**src/rtl/alu_operand_loader_pkg.sv**
```systemverilog
// Shared definitions for the operand-loader front end of the 4-bit ALU / 7-seg path:
// stage encodings, ALU op codes and default widths.
package alu_operand_loader_pkg;

   localparam int unsigned DEF_WIDTH           = 4;
   localparam int unsigned DEF_OPW             = 3;
   localparam int unsigned DEF_DEBOUNCE_CYCLES = 4;

   // Capture stage; value is also what the board LEDs show.
   typedef enum logic [1:0] {
      S_A    = 2'd0,
      S_B    = 2'd1,
      S_OP   = 2'd2,
      S_SHOW = 2'd3
   } stage_e;

   // ALU op codes understood by the downstream ALU.
   typedef enum logic [2:0] {
      OP_ADD     = 3'b000,
      OP_SUB     = 3'b001,
      OP_NOT     = 3'b010,
      OP_AND     = 3'b011,
      OP_OR      = 3'b100,
      OP_XOR     = 3'b101,
      OP_NZ_DIFF = 3'b110,
      OP_EQ      = 3'b111
   } alu_op_e;

   // Stage that follows an accepted press in stage s.
   function automatic stage_e stage_after_press(input stage_e s);
      stage_e n;
      case (s)
         S_A:     n = S_B;
         S_B:     n = S_OP;
         S_OP:    n = S_SHOW;
         S_SHOW:  n = S_A;
         default: n = S_A;
      endcase
      return n;
   endfunction

endpackage

```
**src/rtl/alu_operand_loader_btn_debounce.sv**
```systemverilog
// Push-button front end: 2-flop synchroniser, stability-counter debounce and
// a registered one-cycle pulse on every accepted 0->1 transition.
module btn_debounce
   import alu_operand_loader_pkg::*;
#(
   parameter int unsigned DEBOUNCE_CYCLES = DEF_DEBOUNCE_CYCLES
) (
   input  logic clk,
   input  logic rst,
   input  logic btn_raw,
   output logic level,
   output logic press
);

   localparam int unsigned      CNT_W    = $clog2(DEBOUNCE_CYCLES) + 1;
   localparam logic [CNT_W-1:0] CNT_LAST = CNT_W'(DEBOUNCE_CYCLES - 1);
   localparam logic [CNT_W-1:0] CNT_ONE  = CNT_W'(1);

   logic             sync1_q;
   logic             sync2_q;
   logic             filt_q;
   logic             filt_d;
   logic             filt_dly_q;
   logic [CNT_W-1:0] cnt_q;
   logic [CNT_W-1:0] cnt_d;
   logic             press_q;
   logic             press_d;
   logic             btn_s;

   assign btn_s = sync2_q;

   // Debounce: count consecutive cycles of disagreement, flip the filtered level once it persists.
   always_comb begin
      filt_d  = filt_q;
      cnt_d   = '0;
      press_d = filt_q & ~filt_dly_q;
      if (btn_s == filt_q) begin
         cnt_d = '0;
      end else if (cnt_q == CNT_LAST) begin
         filt_d = ~filt_q;
         cnt_d  = '0;
      end else begin
         cnt_d = cnt_q + CNT_ONE;
      end
   end

   // Synchroniser, filter, edge-detect and pulse registers.
   always_ff @(posedge clk) begin
      if (rst) begin
         sync1_q    <= 1'b0;
         sync2_q    <= 1'b0;
         filt_q     <= 1'b0;
         cnt_q      <= '0;
         filt_dly_q <= 1'b0;
         press_q    <= 1'b0;
      end else begin
         sync1_q    <= btn_raw;
         sync2_q    <= sync1_q;
         filt_q     <= filt_d;
         cnt_q      <= cnt_d;
         filt_dly_q <= filt_q;
         press_q    <= press_d;
      end
   end

   assign level = filt_q;
   assign press = press_q;

endmodule

```
**src/rtl/alu_operand_loader.sv**
```systemverilog
// Captures A, B and then the op from the switch bus, one field per debounced
// button press, and holds them in registers for the ALU. valid marks a
// complete command and is only high while the result is being shown.
module alu_operand_loader
   import alu_operand_loader_pkg::*;
#(
   parameter int unsigned WIDTH           = DEF_WIDTH,
   parameter int unsigned OPW             = DEF_OPW,
   parameter int unsigned DEBOUNCE_CYCLES = DEF_DEBOUNCE_CYCLES
) (
   input  logic             clk,
   input  logic             rst,
   input  logic             btn,
   input  logic [WIDTH-1:0] sw,
   output logic [WIDTH-1:0] a,
   output logic [WIDTH-1:0] b,
   output logic [OPW-1:0]   op,
   output logic             valid,
   output logic [1:0]       stage
);

   logic             press_s;
   logic             unused_level_s;

   stage_e           stage_q;
   stage_e           stage_d;
   logic [WIDTH-1:0] a_q;
   logic [WIDTH-1:0] a_d;
   logic [WIDTH-1:0] b_q;
   logic [WIDTH-1:0] b_d;
   logic [OPW-1:0]   op_q;
   logic [OPW-1:0]   op_d;
   logic             valid_q;
   logic             valid_d;

   btn_debounce #(
      .DEBOUNCE_CYCLES (DEBOUNCE_CYCLES)
   ) u_btn_debounce (
      .clk     (clk),
      .rst     (rst),
      .btn_raw (btn),
      .level   (unused_level_s),
      .press   (press_s)
   );

   // Next-state and capture: each press loads the field for the current stage and advances.
   always_comb begin
      stage_d = stage_q;
      a_d     = a_q;
      b_d     = b_q;
      op_d    = op_q;
      valid_d = valid_q;
      if (press_s) begin
         stage_d = stage_after_press(stage_q);
         case (stage_q)
            S_A: begin
               a_d = sw;
            end
            S_B: begin
               b_d = sw;
            end
            S_OP: begin
               // op and valid change together so no half-formed command is ever visible.
               op_d    = sw[OPW-1:0];
               valid_d = 1'b1;
            end
            S_SHOW: begin
               valid_d = 1'b0;
            end
            default: begin
               stage_d = S_A;
               valid_d = 1'b0;
            end
         endcase
      end else begin
         stage_d = stage_q;
      end
   end

   // State and capture registers; reset discards any partial command.
   always_ff @(posedge clk) begin
      if (rst) begin
         stage_q <= S_A;
         a_q     <= '0;
         b_q     <= '0;
         op_q    <= '0;
         valid_q <= 1'b0;
      end else begin
         stage_q <= stage_d;
         a_q     <= a_d;
         b_q     <= b_d;
         op_q    <= op_d;
         valid_q <= valid_d;
      end
   end

   assign a     = a_q;
   assign b     = b_q;
   assign op    = op_q;
   assign valid = valid_q;
   assign stage = stage_q;

endmodule
```
**config.mk**
```make
export PLATFORM = sky130hd
export DESIGN_NAME = alu_operand_loader
export DESIGN_NICKNAME = d
export VERILOG_FILES = /design/src/rtl/alu_operand_loader_pkg.sv /design/src/rtl/alu_operand_loader_btn_debounce.sv /design/src/rtl/alu_operand_loader.sv
export SDC_FILE = /design/constraint.sdc
export NUM_CORES = 1
export LEC_CHECK = 0
export BUFFER_PORTS_ARGS = -buffer_cell sky130_fd_sc_hd__buf_2
export CORE_MARGIN = 2
export CORE_UTILIZATION = 35
export DETAILED_ROUTE_END_ITERATION = 10
export PLACE_DENSITY = 0.66
export SYNTH_ARGS = -nofsm -noshare
export SYNTH_HDL_FRONTEND = slang
export SYNTH_SLANG_ARGS = --single-unit
export TNS_END_PERCENT = 10
```
**constraint.sdc**
```tcl
create_clock -name clk -period 1.24 [get_ports clk]
set_input_delay 0.124 -clock clk [delete_from_list [all_inputs] [get_ports clk]]
set_output_delay 0.124 -clock clk [all_outputs]
set_load 0.005 [all_outputs]
```
# [Yosys cells after proc, flatten, opt, wreduce, memory -nomap -nowiden]
# Cells that the tools add are included.
[word_totals] ff_bits=22
[op_classes] addsub=1 eq_ne=5 mux=2 bitwise_logic=4 n_reduce_logical=8
[ops] op="$reduce_and A2 Y1" count=5
[ops] op="$pmux W2 S4" count=1
[ops] op="$eq A2 B2 Y1 const B" count=2
[ops] op="$add A3 B1 Y3 const B" count=1
[ops] op="$eq A3 B2 Y1 const B" count=1
[ops] op="$not A1 Y1" count=3
[ops] op="$reduce_or A3 Y1" count=1
[ops] op="$eq A2 B1 Y1 const B" count=1
[ops] op="$logic_not A2 Y1" count=1
[ops] op="$pmux W1 S2" count=1
[ops] op="$reduce_bool A2 Y1" count=1
[ops] op="$and A1 B1 Y1" count=1
[ops] op="$eq A1 B1 Y1" count=1

# [Depth between registers and ports, before layout]
[depth] depth_word=3 mapped_depth=5 mapped_depth_nobuf=4

# [By module]
# From an unflattened synthesis, not the netlist that was laid out.
[hier_totals] hier_cells=82 hier_area_um2=933.4
[modules_own_cells] module="alu_operand_loader" n_inst=1 cells_per_inst=61 area_each_um2=666.9 seq_area_each_um2=280.3
[modules_own_cells] module="btn_debounce" n_inst=1 cells_per_inst=21 area_each_um2=266.5 seq_area_each_um2=160.2

# [Worst setup path before layout]
# OpenSTA, ideal clock, no wires.
[synth_timing] kind="register to register" from="reg stage_q[0] (netlist: stage[0])" to="reg valid_q (netlist: valid)" setup_time_ns=0.115 arrival_ns=1.036 required_time_ns=1.125 setup_slack_ns=0.090 path_stages_with_launch=5 n_path_buf=0 synth_period_minus_slack_ns=1.150 cell_sequence="dfxtp_1 > inv_1 > ha_1 > and2_2 > o21a_1"
[synth_between] elab_chain_len=3 word_cells_on_any_way=5
[synth_rtl] item="start, declared" line_no="alu_operand_loader.sv:25" rtl="stage_e stage_q;"
[synth_rtl] item="start signal, assigned" line_no="alu_operand_loader.sv:89" rtl="stage_q <= stage_d;"
[synth_rtl] item="$eq A2 B2 Y1" line_no="alu_operand_loader.sv:55" rtl="case (stage_q)"
[synth_rtl] item="$reduce_bool A2 Y1 (no source line)"
[synth_rtl] item="$reduce_and A2 Y1 (no source line)"
[synth_rtl] item="end signal, assigned" line_no="alu_operand_loader.sv:93" rtl="valid_q <= valid_d;"
[synth_rtl] item="end, declared" line_no="alu_operand_loader.sv:33" rtl="logic valid_q;"
# Parallel ways exist; a longest one is shown, timed or not.
# A chain may end at the register's enable or synchronous reset.

# [Worst setup path after layout]
[layout_timing] from="reg u_btn_debounce.cnt_q[0]" to="reg u_btn_debounce.cnt_q[2]"
[layout_between] elab_chain_len=2 word_cells_on_any_way=3
[layout_rtl] item="start, declared" line_no="alu_operand_loader_btn_debounce.sv:24" rtl="logic [CNT_W-1:0] cnt_q;"
[layout_rtl] item="start signal, assigned" line_no="alu_operand_loader_btn_debounce.sv:60" rtl="cnt_q <= cnt_d;"
[layout_rtl] item="branches (longest 2 deep; another with $add A3 B1 Y3)"
# Several ways; the timed one is not identified.

==> run_results.csv <==
group,metric,value,unit
synth,synth_top_cell_area_share,48.48,%
placed_design,dpl_cell_area,1022,um^2
cells_and_area,fillCellCount,275,
clocking,cts_htree_levels,1,
global_routing,first_global_vias,606,
sta,worstMarginPinSlew,348.3,ps
synth,ys_warn_count,0,
clocking,clk_latency,300,ps
synth,ys_seq_elements,22,
sta,setup_viol,0,
clocking,cts_buffers,3,
placed_design,gp_congestion,0.5964,
clocking,post_cts_buffers,0,
worst_setup_path,cp.required,1450,ps
synth,synth_flop_cell,"dfxtp_1",
synth,synthesis.area,908.4,um^2
sta,rsz0062_at_grt,"no",
synth,synth_top_area_cell,"dfxtp_1",
worst_setup_path,end_kind,"register",
power,power.leakage,0.4919,nW
worst_setup_path,critPathArrivalTime,1360,ps
sta,skew,5.330,ps
floorplan,die_y,54.95,um
drt,ant_nets,0,
drt,dr_total_vias,609,
global_routing,track_usage,10.72,%
placed_design,port_buffers,20,
floorplan,core_region_area,2477,um^2
global_routing,antenna_found_initial,0,
sta,fin_hold_ws,31.51,ps
synth,avgSynthCellArea,10.94,um^2
clocking,clk_path_buf_depth,2,
drt,drt-pass1-iter-count,3,
global_routing,grt_max_degree,26,
drt,wl_per_cell,10.84,um
power,p_per_area,1063,nW/um^2
drt,drt_wl_total,1453,um
worst_setup_path,cp_max_fo,2,
sta,period_share,92.65,%
min_path,min_path_type,"in2reg",
synth,seq_area_frac_synth,48.48,%
cells_and_area,utilization,42.88,%
sta,fin_setup_tns,0,ps
floorplan,row_count,18,
cells_and_area,syn_to_final_growth,16.94,%
power,vdd_drop_max,0.8710,mV
sta,finalMaxSlewViolations,0,
floorplan,start_util,36.67,%
cells_and_area,antenna_cells,0,
synth,synthTopCellsByCount,"dfxtp_1 (22), nand2b_1 (15), mux2i_1 (13)",
sta,fmax,870.4,MHz
status,status,"finished clean",
clocking,hold_buffers,0,
synth,synthesis.nets,97,
cells_and_area,fin_nets,119,
floorplan,io_pins,21,
cells_and_area,fin_area,1062,um^2
global_routing,grt_overflow_total,0,
synth,synth.area.top_cells,"dfxtp_1 (48%), mux2i_1 (14%), nand2b_1 (10%), ha_1 (9.6%), nor2b_1 (2.8%)",
clocking,clock_sinks,22,
sta,timing.slew.headroom,76.78,%
floorplan,chipWidth,54.95,um
clocking,cts_tree,"done",
sta,fin_crit,1149,ps
synth,async_reset_ff_share,0,%
drt,viasPerCell,4.545,
synth,synth_most_common_cell,"dfxtp_1",
clocking,cts-root-buf,"clkbuf_4",
sta,hold_viol,0,
global_routing,grt_pass1_wl,2332,um
synth,yosysUniqueCellTypes,19,
drt,drc,0,
flow_run,maxCapViolCount,0,
synth,syn-instance-count,83,
worst_setup_path,path_class,"reg2reg",
placed_design,post-dp-hpwl,1110,um
worst_setup_path,worstSetupStartpointType,"register",
drt,drt-initial-drc-count,2,
floorplan,die-area,3019,um^2
synth,synth_edf_count,0,
clocking,clkTransAtPathRegs,110,ps
cells_and_area,layout-drive-gt1-share,27.88,%
-- layout by cell type (no fill, tap or decap), drive strengths merged, types with 3 or more instances in the layout --
cell / instances
inv: 3
nand2b: 15
clkbuf: 4
dfxtp: 22
nor2: 4
buf: 21
mux2i: 13
ha: 7
nor2b: 4
-- worst paths after layout --
| check | from | slack [ps] | end | depth (start not counted) |
|---|---|---|---|---|
| setup / recovery | u_btn_debounce.cnt_q[0] | 90 | u_btn_debounce.cnt_q[2] | 3 |
| hold / removal | btn | 30 | u_btn_debounce.sync1_q | 2 |
| setup reg to reg | u_btn_debounce.cnt_q[0] | 90 | u_btn_debounce.cnt_q[2] | 3 |
| hold reg to reg | u_btn_debounce.filt_dly_q | 390 | u_btn_debounce.press | 1 |
-- state kept, by name, indices dropped and copies added (netlist names) --
name                       count
stage                          2
u_btn_debounce.cnt_q           3
u_btn_debounce.level           1
u_btn_debounce.filt_dly_q      1
valid                          1
b                              4
u_btn_debounce.sync1_q         1
op                             3
u_btn_debounce.btn_s           1
u_btn_debounce.press           1
a                              4
-- routing by layer --
metal	vias to the layer above	track usage (%)	share of wire [%]
met5	-	0	0
met4	0	1.220	0
met3	0	4.839	7.8
met2	17	20.44	49
met1	278	10.96	43
li1	314	-	-
-- stage by stage --
stage,worst slack [ps],instances,power [mW]
finish,91.08,134,1.129
global route,11.16,134,1.181
CTS,27.07,134,1.155
detailed placement,78.00,130,0.7674
global placement,104.2,130,0.7660
floorplan,89.92,83,0.7525
-- critical path: stages, from the launching register on --
cell	delay, ps
dfxtp_1	340
ha_1	200
ha_1	260
nor4_1	260
-- power by group --
part | internal [mW] | switching, mW | total (mW) | leakage [nW]
logic | 0.0193 | 0.0186 | 0.0379 | 0.293
clock network | 0.179 | 0.200 | 0.379 | 0.0210
registers | 0.710 | 0.00181 | 0.712 | 0.178
-- logic make-up (layout without fill, tap and decap cells) --
group / count (synthesis) / in the layout / share of synthesized area (%)
AO/OA/AOI/OAI: 3 / 3 / 2.204
XOR/XNOR: 1 / 1 / 0.9644
adder cells (fa/ha/maj): 7 / 7 / 9.641
buffers and inverters: 7 / 28 / 4.682
flip-flops: 22 / 22 / 48.48
multiplexers: 13 / 13 / 14.32
AND/OR/NAND/NOR: 30 / 30 / 19.70
-- repair_timing --
item                       4_1_cts  5_1_grt
hold endpoints to repair         0        0
setup endpoints to repair        0        4
resized for setup                0        2
-- final cells by class --
type / instances / area (um^2) / share of cell area (%)
flip-flops and latches: 22 / 441.7 / 41.58
multi-input cells: 54 / 427.9 / 40.28
repair buffers: 21 / 107.6 / 10.13
well taps: 30 / 37.54 / 3.534
clock buffers: 4 / 36.28 / 3.416
inverters: 3 / 11.26 / 1.060
No activity file was read; power rests on OpenSTA's default activity.
